File: config.mk
export PLATFORM = sky130hd
export DESIGN_NAME = pipe_skid_stage
export DESIGN_NICKNAME = d
export VERILOG_FILES = /design/src/rtl/pipe_pkg.sv /design/src/rtl/sat_counter.sv /design/src/rtl/pipe_skid_stage.sv
export SDC_FILE = /design/constraint.sdc
export NUM_CORES = 1
export LEC_CHECK = 0
export CORE_ASPECT_RATIO = 0.8
export CORE_UTILIZATION = 40
export DETAILED_ROUTE_END_ITERATION = 10
export PLACE_DENSITY_LB_ADDON = 0.25
export SLEW_MARGIN = 30
export SYNTH_ARGS = -nofsm -noshare
export SYNTH_HDL_FRONTEND = slang
export SYNTH_SLANG_ARGS = --single-unit
export TNS_END_PERCENT = 1
File: constraint.sdc
create_clock -name CLK -period 2.54 [get_ports CLK]
set_input_delay 0.508 -clock CLK [delete_from_list [all_inputs] [get_ports CLK]]
set_output_delay 0.508 -clock CLK [all_outputs]
set_load 0.005 [all_outputs]
File: src/rtl/pipe_pkg.sv
// Shared types and default constants for the pipeline skid stage.
package pipe_pkg;

    typedef enum logic [1:0] {
        EMPTY = 2'd0,
        BUSY  = 2'd1,
        FULL  = 2'd2
    } state_e;

    localparam int DEF_DATA_W = 32;
    localparam int DEF_CNT_W  = 16;

    function automatic logic [1:0] occ_of(input state_e s);
        case (s)
            BUSY:    occ_of = 2'd1;
            FULL:    occ_of = 2'd2;
            default: occ_of = 2'd0;
        endcase
    endfunction

endpackage

File: src/rtl/sat_counter.sv
// Saturating up-counter; holds at all-ones instead of wrapping.
module sat_counter #(
    parameter int CNT_W = 16
) (
    input  logic             CLK,
    input  logic             RST,
    input  logic             inc,
    output logic [CNT_W-1:0] count
);

    logic [CNT_W-1:0] count_q;
    logic [CNT_W-1:0] count_d;

    always_comb begin
        count_d = count_q;
        if (inc && (count_q != {CNT_W{1'b1}})) count_d = count_q + 1'b1;
    end

    always_ff @(posedge CLK) begin
        if (RST) count_q <= '0;
        else     count_q <= count_d;
    end

    assign count = count_q;

endmodule

File: src/rtl/pipe_skid_stage.sv
// Two-entry registered pipeline stage (main + skid) with sticky halt,
// synchronous flush and a saturating downstream-stall counter.
module pipe_skid_stage
    import pipe_pkg::*;
#(
    parameter int DATA_W   = DEF_DATA_W,
    parameter int HALT_BIT = DATA_W - 1,
    parameter int CNT_W    = DEF_CNT_W
) (
    input  logic              CLK,
    input  logic              RST,
    input  logic              flush,
    input  logic              in_valid,
    input  logic [DATA_W-1:0] in_data,
    output logic              in_ready,
    output logic              out_valid,
    output logic [DATA_W-1:0] out_data,
    input  logic              out_ready,
    output logic              halted,
    output logic [1:0]        occupancy,
    output logic [CNT_W-1:0]  stall_cnt
);

    state_e            state_q, state_d;
    logic [DATA_W-1:0] main_q, main_d;
    logic [DATA_W-1:0] skid_q, skid_d;
    logic              halted_q, halted_d;
    logic              up, dn;

    // Handshake outputs decode registered state only, so out_ready never
    // reaches in_ready combinationally.
    assign in_ready  = (state_q != FULL) && !halted_q;
    assign out_valid = (state_q != EMPTY);
    assign out_data  = main_q;
    assign halted    = halted_q;
    assign occupancy = occ_of(state_q);

    assign up = in_valid && in_ready;
    assign dn = out_valid && out_ready;

    always_comb begin
        state_d  = state_q;
        main_d   = main_q;
        skid_d   = skid_q;
        halted_d = halted_q;
        if (flush) begin
            state_d  = EMPTY;
            main_d   = '0;
            skid_d   = '0;
            halted_d = 1'b0;
        end else begin
            case (state_q)
                EMPTY: begin
                    if (up) begin
                        state_d = BUSY;
                        main_d  = in_data;
                    end
                end
                BUSY: begin
                    if (up && dn) begin
                        main_d = in_data;
                    end else if (up) begin
                        skid_d  = in_data;
                        state_d = FULL;
                    end else if (dn) begin
                        state_d = EMPTY;
                    end
                end
                FULL: begin
                    if (dn) begin
                        main_d  = skid_q;
                        state_d = BUSY;
                    end
                end
                default: state_d = EMPTY;
            endcase
            if (up && in_data[HALT_BIT]) halted_d = 1'b1;
        end
    end

    always_ff @(posedge CLK) begin
        if (RST) begin
            state_q  <= EMPTY;
            main_q   <= '0;
            skid_q   <= '0;
            halted_q <= 1'b0;
        end else begin
            state_q  <= state_d;
            main_q   <= main_d;
            skid_q   <= skid_d;
            halted_q <= halted_d;
        end
    end

    // Flush deliberately does not clear the stall statistic.
    sat_counter #(.CNT_W(CNT_W)) u_stall (
        .CLK   (CLK),
        .RST   (RST),
        .inc   (out_valid && !out_ready),
        .count (stall_cnt)
    );

endmodule

[After elaboration in Yosys (flattened, before gate mapping)]
Index checks and enable logic that the tools add are counted.
Storage, ports and cells
  bits in registers: 83
  output and inout port bits: 53
  bits of input ports: 37
  word-level logic and storage cells: 43
Cells by class
  multiplexer cells: 11
  eq/ne operators: 9
  $add $sub $neg: 1
  bitwise gates (word level): 1
  reductions and logical operators: 16
Operators with widths (number)
  two-way mux 32 bit: 3
  case mux 32 bit (3 select lines): 1
  adder 16 x 1 -> 16 bit, second input constant: 1
  != test 16 bit, second input constant: 1
  two-way mux 2 bit: 5
  != test 2 bit, second input constant: 5
  AND reduction 4 bit: 2
  logical AND 1 bit: 7
  case mux 2 bit (3 select lines): 1
  case mux 2 bit (2 select lines): 1
  != test 3 bit, second input constant: 1
  AND reduction 3 bit: 1
  nonzero test 3 bit: 1
  == test 2 x 1 -> 1 bit, second input constant: 1
  == test 2 bit, second input constant: 1
  logical NOT 1 bit: 2
  logical NOT 2 bit: 1
  nonzero test 2 bit: 1
  OR reduction 2 bit: 1
  NOT 1 bit: 1

[Logic depth before layout (Yosys ltp)]
Gate-level depths: netlist of run 1.
  word-level depth: 6
  depth in mapped cells: 6
  mapped depth without buffers: 5

[By module]
From an unflattened synthesis of run 1, not the netlist that was laid out.
Second synthesis, totals
  cell total of the unflattened synthesis: 410
  area total of the unflattened synthesis: 3722.3 µm²
Modules (own cells, without submodules)
  pipe_skid_stage: area an instance 2874.0 µm², sequential area each 1341.3 µm², instances 1, cells an instance 311
  sat_counter: area an instance 848.3 µm², sequential area each 320.3 µm², instances 1, cells an instance 99

[Worst setup path after synthesis of run 1]
Ideal clock, no wire load.
  path type: input to register
  start: input port in_valid
  end: register main_q[19], in the netlist out_data[19]
  arrival: 1.646 ns
  slack: 0.760 ns
  path buffers: 2
  data required time: 2.407 ns
  setup time: 0.133 ns
  stages on the path: 6
  cell sequence: or3b_1 -> a21oi_2 -> or2_1 -> clkbuf_4 -> buf_8 -> a311oi_1
Between the ends
  longest elaborated chain between the ends: 4
  elaborated cells on any way between the ends: 5
  those cells by class: eq/ne (2); reduce/logical (3)
RTL lines
  from (decl): line pipe_skid_stage.sv:13  | input logic in_valid,
  logical AND 1 bit (*): line pipe_skid_stage.sv:38  | assign up = in_valid && in_ready;
  logical AND 1 bit: line pipe_skid_stage.sv:60  | if (up && dn) begin
  != test 2 bit (no line)
  AND reduction 4 bit (no line) (*)
  to (signal assigned): line pipe_skid_stage.sv:89  | main_q <= main_d;
  to (decl): line pipe_skid_stage.sv:25  | logic [DATA_W-1:0] main_q, main_d;
Mark *: on every way between the ends. The rest lies on a longest branch, timed or not.
A chain may end at the register's enable or synchronous reset.

[Worst setup path after layout of run 1]
  start: register state_q[0]
  end: output port in_ready
Between the ends
  longest elaborated chain between the ends: 2
RTL lines
  from (decl): line pipe_skid_stage.sv:24  | state_e state_q, state_d;
  from (signal assigned): line pipe_skid_stage.sv:88  | state_q <= state_d;
  != test 2 bit: line pipe_skid_stage.sv:32  | assign in_ready = (state_q != FULL) && !halted_q;
  logical AND 1 bit: line pipe_skid_stage.sv:32
  to (decl): line pipe_skid_stage.sv:15  | output logic in_ready,
Every way passes these cells.

==> results.tsv, run 1 <==
metric	value	unit
status	completed	
vias in the first global route	3148	
Max-Cap Viols	0	
H-Tree Depth	3	
setup bufs post-CTS	0	
Setup crit start kind	flop	
setup TNS	0	ps
Cell Area, Synth	0.00358	mm2
post-route DRC violation count	0	
Critical R2R Capture	u_stall.count[15]$_SDFFE_PP0P_	
critical path fanouts, max	10	
final core utilization	55.7	%
syn nets	483	
final setup margin	189	ps
final hold viol count	0	
hold-fix buffers at CTS	0	
synthesized instance count	445	
CP endpoint kind	primary output	
number of buffers added on ports	89	
die height	86.7	um
reg-to-reg critical path startpoint	u_stall.count[0]$_SDFFE_PP0P_	
RSZ-0062 raised after global routing	no	
Critical Path Start	state_q[0]$_SDFFE_PP0P_	
fin crit share	92.6	%
Post-Place Worst Slack	226	ps
RePlAce Congestion	0.781	
top_reg_cell synth	dfxtp_1	
Core Box Area	0.00860	mm2
CP required	2030	ps
most frequent cells in the layout	133 x nand2_1, 89 x clkdlybuf4s50_1, 83 x dfxtp_1	
CTS tree	done	
Slew Limit Fails	0	
post-DP HPWL	5880	um
clock tree buffer depth	2	
WL/cell	13.9	um
crit path to	in_ready	
Reg2Reg Depth	6	
Top Ports	90	
critical path arrival	1840	ps
Area contributors post-synth	dfxtp_1 46%, nand2_1 14%, a311oi_1 7.8%	
asr flop ratio synth	0	%
register area share after synthesis	46.4	%
crit-path cells	nand2b_1, clkinv_1, buf_4, nor2_1, clkdlybuf4s50_1	
most area-hungry cell type in the Yosys netlist	dfxtp_1	
Post-Syn Area per Cell	8.05	um2
Clock Skew	12.6	ps
share of layout cells above drive strength 1	8.27	%
CP max stage cell	clkdlybuf4s50_1	
drt via density	5.23	
HP Class	flop to flop	
final setup vio count	0	
Yosys top cell area share	46.4	%
die width	108	um
Post-synth EDFFs	0	
PwrDens	550	mW/mm2
largest net degree at the start of global routing	68	
# rows	30	
worst stage delay on the critical path	510	ps
warnings from Yosys	0	
Total Routing Usage GR	20.2	%
n_diodes	0	
Die ar.	0.00934	mm2
Nets	565	
count of cell types in the netlist	41	
CTS root buf	clkbuf_8	
initial detailed-routing violation count	240	
reg-to-reg slack, setup	780	ps
DRT antenna net count	0	
Area Growth Syn to Fin	33.7	%
Starting Density	41.7	%
First-pass DRT Iterations	5	
via count	3371	
gr ovfl total	0	
first-pass GRT wire length	15000	um
post-CTS resize count	0	
worst-skew pair later-pin latency	350	ps
Clk pin slew, worst setup/hold paths	80	ps
TritonCTS Buffers	9	
P_leak	1.64	nW
headroom to the max-slew limit	53.1	%
post-route insts no fill	644	
total power	2.63	mW
initial antenna violation count	0	
Slew @ Worst Pin	704	ps
most common cell after layout, fill and taps aside	nand2_1	
clock sink count	83	
min Tclk post-route	2350	ps
Highest Clock Rate	425	MHz
Worst Setup Path Type	flop to primary output	
Seq cells post-synth	83	
Peak VDD IR	0.000401	V
Detailed Route WL	8930	um
placed cells	628	
==> cells by family (layout without fill, tap and decap cells) <==
group / Yosys count / after routing / share of synthesized area (%)
adders and majority gates: 1 / 1 / 0.349
DFF: 83 / 83 / 46.4
and+or+nand+nor: 226 / 226 / 29.2
muxes: 4 / 4 / 1.22
AOI/OAI and AO/OA: 92 / 92 / 17.0
buffers and inverters: 39 / 126 / 5.87
==> layer usage <==
layer | up-vias | track usage, % | share of wire, %
li1 | 1722 | - | -
met2 | 92 | 32.2 | 47
met1 | 1555 | 26.7 | 47
met5 | - | 0 | 0
met4 | 0 | 5.35 | 0.19
met3 | 2 | 5.86 | 5.8
==> Yosys cell counts, types with 2 or more instances <==
| library cell | number |
|---|---|
| a21oi_1 | 44 |
| a311oi_1 | 32 |
| and3_1 | 2 |
| and4_1 | 2 |
| buf_6 | 3 |
| buf_8 | 3 |
| clkbuf_1 | 28 |
| dfxtp_1 | 83 |
| inv_1 | 2 |
| mux2_2 | 2 |
| nand2_1 | 133 |
| nand2b_1 | 6 |
| nand3_1 | 6 |
| nand3b_1 | 2 |
| nand4_1 | 5 |
| nor2_1 | 11 |
| nor2b_1 | 4 |
| nor3_1 | 35 |
| o21ai_0 | 7 |
| o31ai_1 | 4 |
| or2_2 | 2 |
| or3_1 | 8 |
| or4_1 | 3 |
==> final cells by class <==
cell class | instances | area, um2
Inverter | 3 | 11.3
Multi-Input combinational cell | 323 | 1730
Clock buffer | 9 | 124
Timing Repair Buffer | 107 | 1050
Sequential cell | 83 | 1660
Tap cell | 112 | 140
Clock inverter | 7 | 73.8
Fill cell | 813 | 3810
==> where the power goes <==
| group | switching, mW | total [mW] | internal (mW) |
|---|---|---|---|
| Combinational | 0.147 | 0.321 | 0.174 |
| Sequential | 0.0223 | 1.36 | 1.34 |
| Clock | 0.495 | 0.956 | 0.461 |
==> how the worst min path moves through the flow <==
stage | from | endpoint | slack [ps] | depth (start not counted)
3_5_place_dp | skid_q[27]$_SDFFE_PP0P_ | skid_q[27]$_SDFFE_PP0P_ | 450 | 2
6_report | skid_q[28]$_SDFFE_PP0P_ | skid_q[28]$_SDFFE_PP0P_ | 460 | 2
3_3_place_gp | skid_q[25]$_SDFFE_PP0P_ | skid_q[25]$_SDFFE_PP0P_ | 440 | 2
4_1_cts | skid_q[27]$_SDFFE_PP0P_ | skid_q[27]$_SDFFE_PP0P_ | 460 | 2
2_1_floorplan | skid_q[0]$_SDFFE_PP0P_ | skid_q[0]$_SDFFE_PP0P_ | 440 | 2
5_1_grt | skid_q[2]$_SDFFE_PP0P_ | skid_q[2]$_SDFFE_PP0P_ | 480 | 2
==> sequential cells by signal, indices dropped and copies added (netlist names) <==
register       cells
out_data          32
skid_q            32
u_stall.count     16
state_q            2
halted             1
==> per-stage QoR <==
step,area [um2],hold WS (ps)
after detailed placement,4590,447
after floorplan,3580,437
after CTS,4790,460
after global placement,4590,442
after global routing,4790,476
final,4790,457
==> worst max-delay path, delay by kind of cell (launching register included) <==
family / cells / cell delay (ps)
buf+inv: 3 / 770
flops: 1 / 460
simple gates: 2 / 260
(Power assumes the default switching activity.)
==> run 2: changes to the inputs <==
--- a/config.mk
+++ b/config.mk
@@ -6,9 +6,11 @@
 export NUM_CORES = 1
 export LEC_CHECK = 0
 export CORE_ASPECT_RATIO = 0.8
+export CORE_MARGIN = 2
 export CORE_UTILIZATION = 40
 export DETAILED_ROUTE_END_ITERATION = 10
 export PLACE_DENSITY_LB_ADDON = 0.25
+export SKIP_LAST_GASP = 1
 export SLEW_MARGIN = 30
 export SYNTH_ARGS = -nofsm -noshare
 export SYNTH_HDL_FRONTEND = slang
==> results.tsv, run 2 (same netlist as run 1, synthesis figures left out) <==
metric	value	unit	change
DRT antenna net count	0		unchanged
# rows	30		unchanged
final setup vio count	0		unchanged
Slew Limit Fails	0		unchanged
placed cells	624		-0.64%
Core Box Area	0.00860	mm2	unchanged
CP required	2030	ps	about the same
Highest Clock Rate	439	MHz	+3.1%
clock tree buffer depth	2		unchanged
RSZ-0062 raised after global routing	no		
CP max stage cell	clkdlybuf4s50_1		
critical path fanouts, max	15		+5
largest net degree at the start of global routing	45		-34%
initial antenna violation count	0		unchanged
Top Ports	90		unchanged
WHS Endpoint	skid_q[17]$_SDFFE_PP0P_		
post-route insts no fill	640		-0.62%
fillcell total	813		unchanged
Max-Cap Viols	0		unchanged
critical path arrival	1770	ps	-70 ps
PwrDens	544	mW/mm2	-1.1%
Area Growth Syn to Fin	33.6	%	about the same
Setup crit start kind	flop		
H-Tree Depth	3		unchanged
hold-fix buffers at CTS	0		unchanged
clock sink count	83		unchanged
critical path's top delay family	buffers and inverters		
P_leak	1.63	nW	-0.84%
setup TNS	0	ps	unchanged
status	completed		
CTS tree	done		
most frequent cells in the layout	133 x nand2_1, 89 x clkdlybuf4s50_1, 83 x dfxtp_1		
Critical R2R Capture	u_stall.count[15]$_SDFFE_PP0P_		
First-pass DRT Iterations	4		-1
headroom to the max-slew limit	58.3	%	+5.3 points
post-DP HPWL	6160	um	+4.8%
gr ovfl total	0		unchanged
crit-path cells	nand2b_1, clkinv_1, buf_4, clkdlybuf4s50_1		
CP endpoint kind	primary output		
die height	88.7	um	+2.3%
RePlAce Congestion	0.818		+4.8%
Detailed Route WL	9480	um	+6.2%
min Tclk post-route	2280	ps	-71.7 ps
initial detailed-routing violation count	207		-14%
drt via density	5.42		+3.5%
post-CTS resize count	0		unchanged
post-route DRC violation count	0		unchanged
Post-Place Worst Slack	243	ps	+17.3 ps
Worst Setup Path Type	flop to primary output		
n_diodes	0		unchanged
final setup margin	261	ps	+71.7 ps
reg-to-reg slack, setup	700	ps	-80 ps
worst stage delay on the critical path	540	ps	+30 ps
most common cell after layout, fill and taps aside	nand2_1		
HP Class	flop to flop		
via count	3467		+2.8%
Total Routing Usage GR	19.8	%	-0.42 points
reg-to-reg critical path startpoint	u_stall.count[0]$_SDFFE_PP0P_		
share of layout cells above drive strength 1	7.58	%	-0.69 points
fin crit share	89.7	%	-2.8 points
die width	110	um	+1.9%
worst hold path depth	2		unchanged
Reg2Reg Depth	5		-1
worst-skew pair later-pin latency	340	ps	about the same
final hold viol count	0		unchanged
Slew @ Worst Pin	620	ps	-83.8 ps
setup bufs post-CTS	0		unchanged
Nets	561		-0.71%
WL/cell	14.8	um	+6.9%
TritonCTS Buffers	9		unchanged
Die ar.	0.00974	mm2	+4.2%
Clock Skew	11.2	ps	-1.46 ps
Worst Path Buf+Inv	3		unchanged
Clk pin slew, worst setup/hold paths	80	ps	about the same
first-pass GRT wire length	15200	um	+1.4%
vias in the first global route	3209		+1.9%
Starting Density	41.7	%	unchanged
CTS root buf	clkbuf_8		
number of buffers added on ports	89		unchanged
min-delay src	skid_q[17]$_SDFFE_PP0P_		
register area	0.00166	mm2	unchanged
area of the multi-input gates	0.00173	mm2	unchanged
Peak VDD IR	0.000265	V	-34%
run 2: worst min-delay path, stage by stage (launching register included):
cell,delay [ps]
dfxtp_1,310
nand2_1,50
a21oi_1,50
run 2: worst max path at each step:
stage,from,end,slack [ps],cells after the start
after floorplan,in_valid,out_data[19]$_SDFFE_PP0P_,760,6
after global placement,in_valid,out_data[4]$_SDFFE_PP0P_,270,6
after detailed placement,in_valid,out_data[1]$_SDFFE_PP0P_,240,6
after CTS,state_q[0]$_SDFFE_PP0P_,occupancy[1],250,4
after global routing,state_q[1]$_SDFFE_PP0P_,occupancy[1],170,4
final,state_q[1]$_SDFFE_PP0P_,occupancy[1],260,4
run 2: layout make-up:
| type | count | area share (%) |
|---|---|---|
| clock buffers | 13 | 3.74 |
| clock inverters | 3 | 0.418 |
| well taps | 112 | 2.93 |
| repair buffers | 103 | 21.9 |
| multi-input cells | 323 | 36.1 |
| flip-flops and latches | 83 | 34.7 |
| inverters | 3 | 0.235 |
run 2: report_power, final:
group          total, mW  internal (mW)  switching (mW)
Combinational      0.329          0.176           0.153
Clock              0.916          0.461           0.455
Sequential          1.36           1.34          0.0232
run 2: layer usage:
layer / track usage [%] / wire [um] / vias up
li1: - / - / 1710
met2: 33.1 / 4480 / 81
met1: 25.2 / 4370 / 1669
met5: 0 / 0 / -
met4: 5.06 / 73 / 0
met3: 5.67 / 556 / 7
run 2: stage by stage:
stage	total power, mW	utilization (%)	cell area, um2	hold WS (ps)
floorplan	1.54	-	3580	437
global placement	1.71	53.4	4590	441
detailed placement	1.72	53.4	4590	447
CTS	2.63	55.7	4790	459
global route	2.71	55.7	4790	476
finish	2.60	55.7	4790	457
